## config.mk

```make
export PLATFORM = sky130hd
export DESIGN_NAME = mux_rr_nch
export DESIGN_NICKNAME = d
export VERILOG_FILES = /design/src/rtl/mux_rr_pkg.sv /design/src/rtl/mux_rr_nch_rr_arbiter.sv /design/src/rtl/mux_rr_nch.sv
export SDC_FILE = /design/constraint.sdc
export NUM_CORES = 1
export LEC_CHECK = 0
export CAP_MARGIN = 15
export CELL_PAD_IN_SITES_DETAIL_PLACEMENT = 0
export CELL_PAD_IN_SITES_GLOBAL_PLACEMENT = 1
export CORE_ASPECT_RATIO = 1.5
export CORE_UTILIZATION = 28
export CTS_CLUSTER_SIZE = 8
export DETAILED_ROUTE_END_ITERATION = 10
export GPL_TIMING_DRIVEN = 0
export MAX_ROUTING_LAYER = met4
export PLACE_DENSITY_LB_ADDON = 0.2
export SYNTH_ARGS = -nofsm -noshare
export SYNTH_HDL_FRONTEND = slang
export SYNTH_SLANG_ARGS = --single-unit
```

## constraint.sdc

```tcl
create_clock -name clk -period 2.69 [get_ports clk]
set_input_delay 0.4035 -clock clk [delete_from_list [all_inputs] [get_ports clk]]
set_output_delay 0.4035 -clock clk [all_outputs]
set_load 0.05 [all_outputs]
```

## src/rtl/mux_rr_pkg.sv

```systemverilog
// Shared constants and helpers for the N-channel registered mux.
// Mode encodings and the select-width rule live here so the bench and RTL agree.
package mux_rr_pkg;

  localparam logic MODE_FIXED = 1'b0;
  localparam logic MODE_RR    = 1'b1;

  // A select bus is at least one bit wide even for degenerate channel counts.
  function automatic int sel_width(input int n);
    return (n > 1) ? $clog2(n) : 1;
  endfunction

endpackage

```

## src/rtl/mux_rr_nch_rr_arbiter.sv

```systemverilog
// Combinational round-robin arbiter: request vector plus last-granted pointer
// in, one-hot grant and binary index out.
module rr_arbiter
  import mux_rr_pkg::*;
#(
  parameter int NCH  = 4,
  parameter int SELW = sel_width(NCH)
) (
  input  logic [NCH-1:0]  i_req,
  input  logic [SELW-1:0] i_ptr,
  output logic [NCH-1:0]  o_grant,
  output logic [SELW-1:0] o_idx,
  output logic            o_any
);

  logic [2*NCH-1:0] w_dbl;
  logic [2*NCH-1:0] w_mask;
  logic [2*NCH-1:0] w_masked;

  // Requests are duplicated so the window ptr+1 .. ptr+NCH never wraps;
  // the lowest set bit inside that window is the winner.
  always_comb begin
    w_dbl    = {i_req, i_req};
    w_mask   = '0;
    for (int j = 0; j < 2 * NCH; j++) begin
      w_mask[j] = (j > int'(i_ptr)) && (j <= int'(i_ptr) + NCH);
    end
    w_masked = w_dbl & w_mask;
  end

  always_comb begin
    o_grant = '0;
    o_idx   = '0;
    o_any   = 1'b0;
    for (int j = 0; j < 2 * NCH; j++) begin
      if (w_masked[j] && !o_any) begin
        o_any = 1'b1;
        o_idx = SELW'((j >= NCH) ? (j - NCH) : j);
      end
    end
    if (o_any) begin
      o_grant[o_idx] = 1'b1;
    end
  end

endmodule

```

## src/rtl/mux_rr_nch.sv

```systemverilog
// N-channel, W-bit registered multiplexer with fixed or round-robin select and
// valid/ready on every input and on the single output register stage.
module mux_rr_nch
  import mux_rr_pkg::*;
#(
  parameter int WIDTH = 4,
  parameter int NCH   = 4,
  parameter int SELW  = sel_width(NCH)
) (
  input  logic                 clk,
  input  logic                 rst,
  input  logic [NCH*WIDTH-1:0] mux_in,
  input  logic [NCH-1:0]       in_valid,
  output logic [NCH-1:0]       in_ready,
  input  logic                 mode,
  input  logic [SELW-1:0]      sel,
  output logic [WIDTH-1:0]     mux_out,
  output logic [SELW-1:0]      out_ch,
  output logic                 out_valid,
  input  logic                 out_ready
);

  // Handshake: a word moves on any clk edge where valid && ready are both high.
  // in_ready is combinational from out_valid/out_ready and the grant; it never
  // depends on in_valid of other channels beyond the arbitration itself.

  logic [WIDTH-1:0] r_mux_out;
  logic [SELW-1:0]  r_out_ch;
  logic             r_out_valid;
  logic [SELW-1:0]  r_ptr;

  logic             w_load_en;
  logic [NCH-1:0]   w_fix_grant;
  logic [NCH-1:0]   w_rr_grant;
  logic [SELW-1:0]  w_rr_idx;
  logic             w_rr_any;
  logic [NCH-1:0]   w_grant;
  logic [SELW-1:0]  w_idx;
  logic             w_any;
  logic             w_xfer;
  logic [WIDTH-1:0] w_data;

  assign w_load_en = !r_out_valid || out_ready;

  // An out-of-range select simply never grants.
  always_comb begin
    w_fix_grant = '0;
    if (int'(sel) < NCH) begin
      w_fix_grant[sel] = in_valid[sel];
    end
  end

  rr_arbiter #(
    .NCH  (NCH),
    .SELW (SELW)
  ) u_arb (
    .i_req   (in_valid),
    .i_ptr   (r_ptr),
    .o_grant (w_rr_grant),
    .o_idx   (w_rr_idx),
    .o_any   (w_rr_any)
  );

  assign w_grant  = (mode == MODE_RR) ? w_rr_grant : w_fix_grant;
  assign w_idx    = (mode == MODE_RR) ? w_rr_idx   : sel;
  assign w_any    = (mode == MODE_RR) ? w_rr_any   : (|w_fix_grant);
  assign w_xfer   = w_load_en && w_any;
  assign in_ready = w_load_en ? w_grant : '0;

  always_comb begin
    w_data = '0;
    for (int i = 0; i < NCH; i++) begin
      if (SELW'(i) == w_idx) begin
        w_data = mux_in[i*WIDTH +: WIDTH];
      end
    end
  end

  // The pointer only advances when a round-robin grant is actually consumed,
  // so a stalled output never skips a channel.
  always_ff @(posedge clk) begin
    if (rst) begin
      r_mux_out   <= '0;
      r_out_ch    <= '0;
      r_out_valid <= 1'b0;
      r_ptr       <= SELW'(NCH - 1);
    end else if (w_load_en) begin
      if (w_xfer) begin
        r_mux_out   <= w_data;
        r_out_ch    <= w_idx;
        r_out_valid <= 1'b1;
        if (mode == MODE_RR) begin
          r_ptr <= w_idx;
        end
      end else begin
        r_out_valid <= 1'b0;
      end
    end
  end

  assign mux_out   = r_mux_out;
  assign out_ch    = r_out_ch;
  assign out_valid = r_out_valid;

endmodule
```

**Word-level counts from Yosys, hierarchy flattened**

Cells that the tools add are included.
W data, S select, Z words.

- Add/sub/neg operators: 1
- Magnitude comparators: 14
- Eq/ne operators: 3
- Mux-type cells: 31
- Bitwise operators: 2
- Reductions and logical operators: 26

Operators with widths:

| kind | number |
|---|---|
| $le A4 B32 Y1 const A | 4 |
| $le A3 B32 Y1 const A | 2 |
| $le A2 B32 Y1 const A | 1 |
| $mux W4 | 7 |
| $mux W1 | 14 |
| $mux W2 | 7 |
| $logic_and A1 B1 Y1 | 13 |
| $and A8 B8 Y8 | 1 |
| $logic_not A1 Y1 | 8 |
| $lt A2 B3 Y1 const B | 2 |
| $add A2 B3 Y4 const B | 1 |
| $and A4 B4 Y4 | 1 |
| $demux W1 S2 | 2 |
| $eq A2 B2 Y1 const A | 2 |
| $ge A2 B1 Y1 const B | 2 |
| $gt A2 B2 Y1 const A | 2 |
| $reduce_or A4 Y1 | 1 |
| $reduce_and A3 Y1 | 1 |
| $bmux W1 S2 | 1 |
| $eq A1 B2 Y1 const A | 1 |
| $gt A1 B2 Y1 const A | 1 |
| $logic_not A2 Y1 | 1 |
| $reduce_and A2 Y1 | 1 |
| $logic_or A1 B1 Y1 | 1 |

- Bits in registers: 9
- Input bits: 26
- Output and inout port bits: 11
- Logic and storage cells: 81

**Logic depth before layout (Yosys ltp)**

Gate-level depths: netlist of run 1.

- Depth after elaboration: 33
- Mapped depth: 7
- Depth with buffers taken out: 5

**Cells and area by module**

From an unflattened synthesis of run 1, not the netlist that was laid out.

- Cells, all modules: 103
- Area, all modules: 882.1 sq um

Modules (own cells, without submodules):

| module | times used | cells an instance | area an instance (sq um) | sequential area each (sq um) |
|---|---|---|---|---|
| mux_rr_nch | 1 | 67 | 635.6 | 180.2 |
| rr_arbiter | 1 | 36 | 246.5 | 0.0 |

**Worst setup path before layout of run 1**

No wires, ideal clock.

- Path type: in2out
- Start point: input in_valid[2]
- End point: output in_ready[1]
- Data arrival time: 1.970 ns
- Required time: 2.287 ns
- Path slack: 0.316 ns
- Cell stages on the path: 6
- Buffers on the path: 1
- Path through: clkbuf_1 > o21ai_0 > a21oi_1 > a311o_1 > o22a_2 > nor2_1

- Longest elaborated chain between the ends: 25
- Elaborated cells between the ends (all ways): 35
- Classes of those cells: order compare (2); mux (19); bitwise (2); reduce/logical (12)

Ends and longest elaborated chain:

| element | RTL line | RTL |
|---|---|---|
| start, declared | mux_rr_nch.sv:13 | `input logic [NCH-1:0] in_valid,` |
| $and A8 B8 Y8 | mux_rr_nch_rr_arbiter.sv:28 | `w_masked = w_dbl & w_mask;` |
| $logic_and A1 B1 Y1 | mux_rr_nch_rr_arbiter.sv:36 | `if (w_masked[j] && !o_any) begin` |
| $mux W1 | mux_rr_nch_rr_arbiter.sv:36 |  |
| $logic_not A1 Y1 | mux_rr_nch_rr_arbiter.sv:36 |  |
| $logic_and A1 B1 Y1 | mux_rr_nch_rr_arbiter.sv:36 |  |
| $mux W1 | mux_rr_nch_rr_arbiter.sv:36 |  |
| $logic_not A1 Y1 | mux_rr_nch_rr_arbiter.sv:36 |  |
| $logic_and A1 B1 Y1 | mux_rr_nch_rr_arbiter.sv:36 |  |
| (+9 left out) | n/a |  |
| $mux W2 | mux_rr_nch_rr_arbiter.sv:36 |  |
| $lt A2 B3 Y1 (not written as such) or $ge A2 B1 Y1 (tied branches) | mux_rr_nch_rr_arbiter.sv:42 | `o_grant[o_idx] = 1'b1;` |
| $logic_and A1 B1 Y1 (not written as such) | mux_rr_nch_rr_arbiter.sv:42 |  |
| $mux W1 (not written as such) | mux_rr_nch_rr_arbiter.sv:42 |  |
| $demux W1 S2 | n/a |  |
| $mux W4 | mux_rr_nch_rr_arbiter.sv:41 | `if (o_any) begin` |
| $mux W4 (*) | mux_rr_nch.sv:64 | `assign w_grant = (mode == MODE_RR) ? w_rr_grant : w_fix_grant;` |
| $mux W4 (*) | mux_rr_nch.sv:68 | `assign in_ready = w_load_en ? w_grant : '0;` |
| end, declared | mux_rr_nch.sv:14 | `output logic [NCH-1:0] in_ready,` |

Mark *: on every way between the ends. The rest lies on a longest branch, timed or not. The select of a mux whose other input is x is not followed.

**Final worst setup path of run 1**

- Start point: input sel[1]
- End point: output in_ready[1]

- Longest elaborated chain between the ends: 7
- Elaborated cells between the ends (all ways): 10
- Classes of those cells: order compare (2); mux (6); bitwise (1); reduce/logical (1)

Ends and longest elaborated chain:

| element | RTL line | RTL |
|---|---|---|
| start, declared | mux_rr_nch.sv:16 | `input logic [SELW-1:0] sel,` |
| $lt A2 B3 Y1 (not written as such) or $ge A2 B1 Y1 (tied branches) | mux_rr_nch.sv:49 | `w_fix_grant[sel] = in_valid[sel];` |
| $logic_and A1 B1 Y1 (not written as such) | mux_rr_nch.sv:49 |  |
| $mux W1 (not written as such) | mux_rr_nch.sv:49 |  |
| $demux W1 S2 | mux_rr_nch.sv:49 |  |
| $and A4 B4 Y4 (no source line) (*) | n/a |  |
| $mux W4 (*) | mux_rr_nch.sv:64 |  |
| $mux W4 (*) | mux_rr_nch.sv:68 |  |

Marks and branches as above.

==> impl_summary.txt, run 1 <==
----------------------------------------------------
[STA]
  Count of endpoints failing setup in the final report ... 0
  Final slew viol count ... 0
  Max Clock Freq ... 378.9 MHz
  Worst-Margin Slew ... 501.9 ps
  Relative max-transition margin ... between 60% and 70%
  Final worst-path cycle share ... 98.11%
  Min Tclk post-route ... between 2000 and 3000 ps
  Hold violation total from the final report ... 0
  RSZ-0062 raised after global routing ... no
  Worst Slack Setup Final ... between 50 and 60 ps
  Largest clock skew in the final design ... between 0.7 and 0.8 ps

[Outcome]
  Result of the run ... complete, no violations

[Drt]
  Starting DRC count in detailed routing ... 14
  Antenna Violating Nets Remaining ... 0
  First-pass iteration count of the detailed router ... 4
  Drt drc ... 0
  Vias ... roughly 900
  Via count normalized by instance count ... 5.131
  Routed wire length ... 2438 um
  Average wire per cell in the routed design ... ~14 um

[Synthesis]
  Count of flip-flops with a built-in enable after synthesis ... 0
  Post-synth ARST share ... 0%
  Summed instance area of the synthesized netlist ... 812.0 um^2
  Number of distinct standard cells referenced by the synthesized netlist ... 39
  Syn. warnings ... 0
  Count of state elements after synthesis ... 9
  Post-synthesis net count ... roughly 130
  Average instance area after synthesis ... 7.961 um^2
  Count of mapped cells out of synthesis ... a little over 100
  Sequential share of the synthesized area ... 22.19%
  Most used flip-flop cell after synthesis ... sky130_fd_sc_hd__dfxtp_1

[Global routing]
  Overall Global Routing Usage ... 17.44%
  Largest net degree at the start of global routing ... 12
  Total grt overflow ... 0
  Number of global-route vias before repair ... 943
  Initial antenna violation count ... 0
  First-pass GRT wire length ... 3850 um

[Clock network]
  Clock tree root driver cell ... sky130_fd_sc_hd__clkbuf_8
  Clock latency of the later-clocked register in the worst-skew pair ... 230 ps
  Buffer depth of the longest clock path ... 2
  H-Tree Level Count ... 1
  Number of clock sinks ... 9
  Worst-path clk slew ... 40 ps
  Buffers inserted by post-CTS timing repair ... 0
  TritonCTS Buffers ... 3
  Cts-stage hold buffer count ... 0
  Clock tree from TritonCTS ... done

[Worst setup path]
  Required time at the endpoint of the critical path ... 2290 ps
  Signal arrival time at the worst endpoint ... around 2200 ps
  Critical path type ... input pin to output pin
  Critical-path maximum fanout ... 5
  Critical path launch point type ... input pin
  Type of element capturing the critical path ... output pin

[Flow run]
  Number of maximum-capacitance violations ... 0

[Final layout]
  Layout Utilization ... 45.61%
  Net total in the final layout ... 166
  Filler cell count ... 304
  Finished Layout Cells ... about 180
  Fraction of final layout cells with drive strength greater than 1 ... between 10% and 20%
  Area growth from synthesis to layout ... 51.93%
  Antenna diode count ... 0

[Floorplanning]
  IO Count ... 37
  Number of rows created at floorplan ... 23
  Initial Utilization ... 30.02%
  Area of the die ... 3124 um^2
  Floorplan Core Area ... 2705 um^2
  Die Wd ... 45.97 um
  Die extent in y ... 67.96 um

[Placed design]
  Weighted congestion reported at the end of routability-driven placement ... about 0.80
  Number of placed instances, taps included ... 173
  Count of input and output buffers ... 34
  Post-Place Setup Slack ... -558.0 ps
  Half-perimeter wire length after placement ... 1924 um

[Power]
  Leakage power figure ... 0.5034 nW
  IR drop worst, VDD ... 0.1626 mV
  Power density over the cells ... around 450 nW/um^2
  Overall power of the completed layout ... around 0.00056 W

[Min path]
  HP Class ... flip-flop to flip-flop

----------------------------------------------------
path summary, 6_finish.rpt:
check                                       startpoint                 endpoint  slack [ps]  depth (start not counted)
worst min register to register  out_ch[1]$_SDFFE_PP0P_   out_ch[1]$_SDFFE_PP0P_         450                          2
worst max register to register   r_ptr[1]$_SDFFE_PP1P_  mux_out[1]$_SDFFE_PP0P_         790                          7
worst min-delay path            out_ch[1]$_SDFFE_PP0P_   out_ch[1]$_SDFFE_PP0P_         450                          2
worst max-delay path                            sel[1]              in_ready[1]          50                          6
final cells by class:
| cell class | instances | area [um^2] | area share (%) |
|---|---|---|---|
| Clock buffer | 4 | 45.04 | 3.651 |
| Buffer | 7 | 58.81 | 4.767 |
| Inverter | 4 | 15.01 | 1.217 |
| Sequential cell | 9 | 180.2 | 14.60 |
| Multi-Input combinational cell | 81 | 554.3 | 44.93 |
| Tap cell | 37 | 46.29 | 3.753 |
| Timing Repair Buffer | 34 | 334.1 | 27.08 |
kinds of logic (layout without fill, tap and decap cells):
kind of cell           count (synthesis)  count (layout)  synth area share, %
AOI/OAI and AO/OA                     30              30                27.58
and+or+nand+nor                       40              40                26.96
DFF                                    9               9                22.19
buffers and inverters                 12              49                9.553
muxes                                 11              11                13.71
stage by stage:
| step | hold WS [ps] | area (um^2) | TNS (ps) |
|---|---|---|---|
| after CTS | 456.3 | 1239 | 0 |
| after floorplan | 603.2 | 812.0 | 0 |
| after global placement | 445.3 | 1199 | -1706 |
| after detailed placement | 450.3 | 1199 | -1901 |
| final | 451.3 | 1234 | 0 |
| after global routing | 507.4 | 1234 | 0 |
layout by cell type, fill, tap and decap left out, types with 2 or more instances in the layout:
cell                               n
sky130_fd_sc_hd__a31oi_1           2
sky130_fd_sc_hd__clkdlybuf4s50_1  28
sky130_fd_sc_hd__clkbuf_1          2
sky130_fd_sc_hd__buf_2             2
sky130_fd_sc_hd__clkbuf_8          3
sky130_fd_sc_hd__clkdlybuf4s15_2   2
sky130_fd_sc_hd__nor2b_1           3
sky130_fd_sc_hd__dlygate4sd2_1     3
sky130_fd_sc_hd__o21ai_0           5
sky130_fd_sc_hd__nor2_1           12
sky130_fd_sc_hd__buf_6             3
sky130_fd_sc_hd__mux2i_1          10
sky130_fd_sc_hd__nand2b_1          7
sky130_fd_sc_hd__inv_1             4
sky130_fd_sc_hd__nand3b_1          4
sky130_fd_sc_hd__nand2_1           6
sky130_fd_sc_hd__o221ai_1          4
sky130_fd_sc_hd__dfxtp_1           9
sky130_fd_sc_hd__o22a_2            2
sky130_fd_sc_hd__a21oi_1           5
per-layer routing:
metal  share of wire (%)  GRT usage (%)
met5                   0              -
met4                 3.1          9.559
met3                 5.4          2.111
met2                  50          32.57
met1                  41          16.43
cells in the mapped netlist (2+ instances only):
| cell | n | area share, % |
|---|---|---|
| sky130_fd_sc_hd__nor2_1 | 12 | 5.5 |
| sky130_fd_sc_hd__mux2i_1 | 10 | 12 |
| sky130_fd_sc_hd__dfxtp_1 | 9 | 22 |
| sky130_fd_sc_hd__nand2b_1 | 7 | 5.4 |
| sky130_fd_sc_hd__nand2_1 | 6 | 2.8 |
| sky130_fd_sc_hd__a21oi_1 | 5 | 3.1 |
| sky130_fd_sc_hd__o21ai_0 | 5 | 3.1 |
| sky130_fd_sc_hd__inv_1 | 4 | 1.8 |
| sky130_fd_sc_hd__nand3b_1 | 4 | 3.7 |
| sky130_fd_sc_hd__o221ai_1 | 4 | 4.3 |
| sky130_fd_sc_hd__buf_6 | 3 | 4.2 |
| sky130_fd_sc_hd__nor2b_1 | 3 | 2.3 |
| sky130_fd_sc_hd__a31oi_1 | 2 | 1.5 |
| sky130_fd_sc_hd__clkbuf_1 | 2 | 0.92 |
| sky130_fd_sc_hd__o22a_2 | 2 | 2.5 |
critical path: stages:
cell                              delay (ps)
sky130_fd_sc_hd__clkdlybuf4s50_1         580
sky130_fd_sc_hd__mux2i_1                 150
sky130_fd_sc_hd__or3b_4                  410
sky130_fd_sc_hd__o22a_2                  220
sky130_fd_sc_hd__nor2_1                   90
sky130_fd_sc_hd__clkdlybuf4s15_2         380
power breakdown:
| part | switching, W | leakage, nW | total [W] | internal (W) |
|---|---|---|---|---|
| Sequential | 0.00000721 | 0.0745 | 0.000155 | 0.000148 |
| Clock | 0.0000515 | 0.0228 | 0.000155 | 0.000103 |
| Combinational | 0.000138 | 0.406 | 0.000247 | 0.000109 |
| Total | 0.000196 | 0.503 | 0.000557 | 0.000361 |
repair_timing:
item                                    CTS  global route
hold endpoints to repair                  0             0
gates resized for setup                  13             1
endpoints found under the setup margin    4             1
flip-flops by register name (all words and copies together), names as in the netlist:
name       flops
out_ch         2
out_valid      1
mux_out        4
r_ptr          2
Note: power is estimated with default switching activity, not from simulation.
==> run 2: changes to the inputs <==
--- a/config.mk
+++ b/config.mk
@@ -9,12 +9,14 @@
 export CELL_PAD_IN_SITES_DETAIL_PLACEMENT = 0
 export CELL_PAD_IN_SITES_GLOBAL_PLACEMENT = 1
 export CORE_ASPECT_RATIO = 1.5
+export CORE_MARGIN = 2
 export CORE_UTILIZATION = 28
 export CTS_CLUSTER_SIZE = 8
 export DETAILED_ROUTE_END_ITERATION = 10
 export GPL_TIMING_DRIVEN = 0
 export MAX_ROUTING_LAYER = met4
 export PLACE_DENSITY_LB_ADDON = 0.2
+export REMOVE_ABC_BUFFERS = 1
 export SYNTH_ARGS = -nofsm -noshare
 export SYNTH_HDL_FRONTEND = slang
 export SYNTH_SLANG_ARGS = --single-unit
==> constraint.sdc (replaced) <==
create_clock -name clk -period 2.7 [get_ports clk]
set_input_delay 0.405 -clock clk [delete_from_list [all_inputs] [get_ports clk]]
set_output_delay 0.405 -clock clk [all_outputs]
set_load 0.05 [all_outputs]
==> run 2 against run 1 <==
Against the previous run: final cell count decreased by 2.8%; register-to-register slack got worse by 30 ps; non-clock buffer count decreased by 5; routed wire length decreased by 7.3%.
==> impl_summary.txt, run 2 (synthesis gave the netlist of run 1 again) <==
----------------------------------------------------
[Final layout]
  Footprint of the multi-input gates ... around 560 um^2
  Finished Layout Cells ... 171
  Most frequent cells in the layout ... 29 x sky130_fd_sc_hd__clkdlybuf4s50_1, 12 x sky130_fd_sc_hd__nor2_1, 10 x sky130_fd_sc_hd__mux2i_1
  Filler cell count ... 301
  Max reg flops ... 4
  Net total in the final layout ... 161
  Layout Utilization ... 44.17%
  Fraction of final layout cells with drive strength greater than 1 ... about a tenth
  Register Area ... 180.2 um^2
  Area growth from synthesis to layout ... 47.15%
  Antenna diode count ... 0
  Most common cell after layout, fill and taps aside ... sky130_fd_sc_hd__clkdlybuf4s50_1

[Min path]
  HP Class ... flip-flop to flip-flop

[STA]
  Min Tclk post-route ... 2570 ps
  Max Clock Freq ... 389.2 MHz
  Relative max-transition margin ... 60.98%
  Largest clock skew in the final design ... 1.498 ps
  RSZ-0062 raised after global routing ... no
  Final worst-path cycle share ... 95.17%
  Hold violation total from the final report ... 0
  Worst-Margin Slew ... 584.5 ps
  Count of endpoints failing setup in the final report ... 0
  Worst Slack Setup Final ... 130.5 ps
  Final slew viol count ... 0
  Fin Hold WS ... about 460 ps

[Drt]
  Starting DRC count in detailed routing ... 37
  Average wire per cell in the routed design ... 13.21 um
  Via count normalized by instance count ... between 5 and 6
  Vias ... a little under 900
  First-pass iteration count of the detailed router ... 4
  Drt drc ... 0
  Routed wire length ... 2259 um
  Antenna Violating Nets Remaining ... 0

[Clock network]
  Clock latency of the later-clocked register in the worst-skew pair ... 230 ps
  Number of clock sinks ... 9
  Clock tree from TritonCTS ... done
  Worst-path clk slew ... 40 ps
  Buffer depth of the longest clock path ... 2
  Buffers inserted by post-CTS timing repair ... 0
  H-Tree Level Count ... 1
  TritonCTS Buffers ... 3
  Clock tree root driver cell ... sky130_fd_sc_hd__clkbuf_8

[Power]
  IR drop worst, VDD ... 0.2712 mV
  Leakage power figure ... 0.4875 nW
  Power spent charging and discharging nets ... 0.0001929 W
  Share of power burned in combinational logic ... 42.8%
  Clock network power share ... 28.1%
  Sw frac ... 35.47%
  Power density over the cells ... 455.1 nW/um^2
  Cell internal power dissipation ... 0.0003509 W
  Seq pwr share ... between 20 and 30%

[Placed design]
  Post-Place Setup Slack ... -510.7 ps
  Number of placed instances, taps included ... 167
  Weighted congestion reported at the end of routability-driven placement ... 0.7831
  Count of input and output buffers ... 36
  Half-perimeter wire length after placement ... 1740 um

[Outcome]
  Result of the run ... complete, no violations

[Global routing]
  Number of global-route vias before repair ... ~940
  First-pass GRT wire length ... 3850 um
  Largest net degree at the start of global routing ... 12
  Overall Global Routing Usage ... around 15%
  Initial antenna violation count ... 0
  Total grt overflow ... 0

[Floorplanning]
  Area of the die ... approximately 3400 um^2
  Die extent in y ... 69.96 um
  Floorplan Core Area ... 2705 um^2
  IO Count ... 37
  Die Wd ... 47.97 um
  Number of rows created at floorplan ... 23
  Initial Utilization ... 30.02%

[Worst setup path]
  Critical-path maximum fanout ... 8
  Critical path type ... input pin to output pin
  Signal arrival time at the worst endpoint ... roughly 2200 ps
  Critical path launch point type ... input pin
  Required time at the endpoint of the critical path ... 2300 ps
  Type of element capturing the critical path ... output pin

[Flow run]
  Number of maximum-capacitance violations ... 0

----------------------------------------------------
run 2: cell types whose count changed in the layout (fill, tap and decap cells not counted), sizes merged:
cell           change
clkdlybuf4s15      -1
clkdlybuf4s50      +1
dlymetal6s2s       +1
buf                -4
dlygate4sd1        -1
clkbuf             -1
run 2: timing repair:
action	in CTS	in global routing
cloned	0	0
hold buffers	0	0
endpoints found under the setup margin	4	3
gates resized for setup	13	5
run 2: critical path, cell delays in order:
cell and delay, ps:
sky130_fd_sc_hd__clkdlybuf4s50_1 610, sky130_fd_sc_hd__mux2i_1 160, sky130_fd_sc_hd__or3b_4 410, sky130_fd_sc_hd__o22a_2 230, sky130_fd_sc_hd__nor2_1 80, sky130_fd_sc_hd__buf_2 270
run 2: metal layers:
layer / global-route usage (%) / up-vias / routed length [um]
met5: - / - / 0
met4: 5.405 / 0 / 17
met3: 1.550 / 2 / 82
met2: 25.93 / 22 / 1222
met1: 17.34 / 406 / 936
li1: - / 444 / -
run 2: cell type report:
type / instances / area share (%)
Clock buffer: 4 / 3.770
Inverter: 4 / 1.257
Multi-Input combinational cell: 81 / 46.70
Sequential cell: 9 / 15.08
Tap cell: 37 / 3.874
Timing Repair Buffer: 36 / 29.32
run 2: path summary, 6_finish.rpt:
check,endpoint,cells past startpoint,startpoint,slack [ps]
worst min-delay path,out_ch[1]$_SDFFE_PP0P_,2,out_ch[1]$_SDFFE_PP0P_,460
worst max register to register,mux_out[2]$_SDFFE_PP0P_,5,r_ptr[1]$_SDFFE_PP1P_,760
worst min register to register,out_ch[1]$_SDFFE_PP0P_,2,out_ch[1]$_SDFFE_PP0P_,460
worst max-delay path,in_ready[3],6,in_valid[1],130
run 2: metrics by stage:
step,power (W),area (um^2),setup TNS [ps]
global placement,0.0003966,1156,-1844
finish,0.0005438,1195,0
CTS,0.0005522,1200,0
detailed placement,0.0003976,1156,-1903
global route,0.0005737,1195,0
floorplan,0.0002992,749.5,0
run 2: power groups by stage:
stage	clock network [W]	registers (W)	logic, W
after floorplan	0	0.000198	0.000101
after global placement	0	0.000160	0.000237
after detailed placement	0	0.000160	0.000237
after CTS	0.000158	0.000158	0.000236
after global routing	0.000164	0.000160	0.000249
final	0.000153	0.000158	0.000233
==> run 3: changes to the inputs <==
--- a/config.mk
+++ b/config.mk
@@ -8,7 +8,7 @@
 export CAP_MARGIN = 15
 export CELL_PAD_IN_SITES_DETAIL_PLACEMENT = 0
 export CELL_PAD_IN_SITES_GLOBAL_PLACEMENT = 1
-export CORE_ASPECT_RATIO = 1.5
+export CORE_ASPECT_RATIO = 1.4
 export CORE_MARGIN = 2
 export CORE_UTILIZATION = 28
 export CTS_CLUSTER_SIZE = 8
==> run 3 against run 2 <==
Against the previous run: setup slack improved by 13 ps; final cell count unchanged; largest cell class unchanged; power increased by 1.2%; clock skew increased by 0.77 ps; clock power increased by 4%; cell area unchanged.
==> impl_summary.txt, run 3 (synthesis gave the netlist of run 1 again) <==
----------------------------------------------------
[Outcome]
  Result of the run ... complete, no violations

[Final layout]
  Antenna diode count ... 0
  Most common cell after layout, fill and taps aside ... sky130_fd_sc_hd__clkdlybuf4s50_1
  Area growth from synthesis to layout ... 47.15%
  Net total in the final layout ... 161
  Most frequent cells in the layout ... 29 x sky130_fd_sc_hd__clkdlybuf4s50_1, 12 x sky130_fd_sc_hd__nor2_1, 10 x sky130_fd_sc_hd__mux2i_1
  Fraction of final layout cells with drive strength greater than 1 ... a little over a tenth
  Layout Utilization ... 42.37%
  Filler cell count ... roughly 320
  Max reg flops ... 4

[Power]
  IR drop worst, VDD ... 0.3055 mV
  Leakage power figure ... 0.4875 nW
  Power density over the cells ... approximately 460 nW/um^2

[Drt]
  Average wire per cell in the routed design ... 13.52 um
  Drt drc ... 0
  Antenna Violating Nets Remaining ... 0
  Routed wire length ... 2312 um
  Via count normalized by instance count ... 5.345
  Vias ... 914
  Starting DRC count in detailed routing ... 21
  First-pass iteration count of the detailed router ... 4

[STA]
  Worst-Margin Slew ... ~560 ps
  Largest clock skew in the final design ... between 2 and 2.5 ps
  Min Tclk post-route ... 2556 ps
  RSZ-0062 raised after global routing ... no
  Relative max-transition margin ... 62.65%
  Final worst-path cycle share ... 94.68%
  TNS Setup ... 0 ps
  Final slew viol count ... 0
  Max Clock Freq ... 391.2 MHz
  Count of endpoints failing setup in the final report ... 0
  Hold violation total from the final report ... 0

[Worst setup path]
  Type of element capturing the critical path ... output pin
  Max stage delay cell, worst path ... sky130_fd_sc_hd__clkdlybuf4s50_1
  Signal arrival time at the worst endpoint ... 2150 ps
  Critical path launch point type ... input pin
  Critical path type ... input pin to output pin
  Critical-path maximum fanout ... 8
  Required time at the endpoint of the critical path ... 2300 ps
  CP peak stage delay ... 610 ps
  Crit path cell chain ... clkdlybuf4s50_1 > nand2b_1 > a21oi_1 > a311o_1 > o22a_2 > nor2_1 > buf_2

[Global routing]
  Largest net degree at the start of global routing ... 12
  Number of global-route vias before repair ... 843
  First-pass GRT wire length ... approximately 3800 um
  Overall Global Routing Usage ... 15.16%
  Initial antenna violation count ... 0
  Total grt overflow ... 0

[Flow run]
  Number of maximum-capacitance violations ... 0

[Clock network]
  Clock tree from TritonCTS ... done
  Clock tree root driver cell ... sky130_fd_sc_hd__clkbuf_8
  Buffer depth of the longest clock path ... 2
  Clock latency of the later-clocked register in the worst-skew pair ... 240 ps
  Number of clock sinks ... 9
  H-Tree Level Count ... 1
  Buffers inserted by post-CTS timing repair ... 0
  Worst-path clk slew ... 50 ps
  TritonCTS Buffers ... 3

[Placed design]
  Weighted congestion reported at the end of routability-driven placement ... 0.8066
  Half-perimeter wire length after placement ... around 1800 um
  Count of input and output buffers ... 36

[Min path]
  HP Class ... flip-flop to flip-flop

[Floorplanning]
  Area of the die ... 3353 um^2
  Number of rows created at floorplan ... 23
  IO Count ... 37
  Die extent in y ... 67.72 um
  Initial Utilization ... 28.79%
  Floorplan Core Area ... 2820 um^2
  Die Wd ... 49.52 um

----------------------------------------------------
run 3: cell counts in the layout (fill, tap and decap cells not counted):
Identical to the previous run, type by type.
run 3: power breakdown:
part | internal, W | switching [W]
combinational | 0.000101 | 0.000132
sequential | 0.000148 | 0.0000111
clock | 0.000103 | 0.0000560
total | 0.000351 | 0.000199
run 3: repair_timing:
item                                    CTS  global route
resized for setup                        13             5
hold endpoints to repair                  0             0
hold buffers                              0             0
endpoints found under the setup margin    4             3
run 3: final timing paths:
| check | startpoint | endpoint | slack [ps] | cells past startpoint |
|---|---|---|---|---|
| hold reg to reg | out_ch[1]$_SDFFE_PP0P_ | out_ch[1]$_SDFFE_PP0P_ | 450 | 2 |
| setup / recovery | in_valid[1] | in_ready[1] | 140 | 7 |
| setup reg to reg | r_ptr[1]$_SDFFE_PP1P_ | mux_out[0]$_SDFFE_PP0P_ | 790 | 5 |
| hold / removal | out_ch[1]$_SDFFE_PP0P_ | out_ch[1]$_SDFFE_PP0P_ | 450 | 2 |
run 3: worst max-delay path: cells and delay by family:
family | cells | cell delay [ps]
AOI/OAI and AO/OA | 3 | 650
buffers and inverters | 2 | 870
and+or+nand+nor | 2 | 230
run 3: cell type report:
cell class	count	area [um^2]	area share, %
Clock buffer	4	45.04	3.770
Inverter	4	15.01	1.257
Multi-Input combinational cell	81	558.0	46.70
Sequential cell	9	180.2	15.08
Tap cell	37	46.29	3.874
Timing Repair Buffer	36	350.3	29.32
run 3: layer usage:
metal / up-vias / wire, um / global-route usage, % / share of wire [%]
met5: - / 0 / - / 0
met4: 0 / 74 / 7.639 / 3.2
met3: 7 / 159 / 3.540 / 6.9
met2: 42 / 1171 / 27.70 / 51
met1: 424 / 906 / 15.15 / 39
li1: 441 / - / - / -
run 3: per-stage QoR:
stage / instances / hold slack (ps) / cell area, um^2 / worst slack [ps] / total power, W
after global routing: 171 / 480.6 / 1195 / 15.49 / 0.0005804
after global placement: 167 / 445.5 / 1156 / -491.2 / 0.0003957
after CTS: 171 / 459.8 / 1200 / 6.907 / 0.0005579
after floorplan: 94 / 474.1 / 749.5 / 515.6 / 0.0002992
after detailed placement: 167 / 450.3 / 1156 / -505.7 / 0.0003977
final: 171 / 454.1 / 1195 / 143.7 / 0.0005504
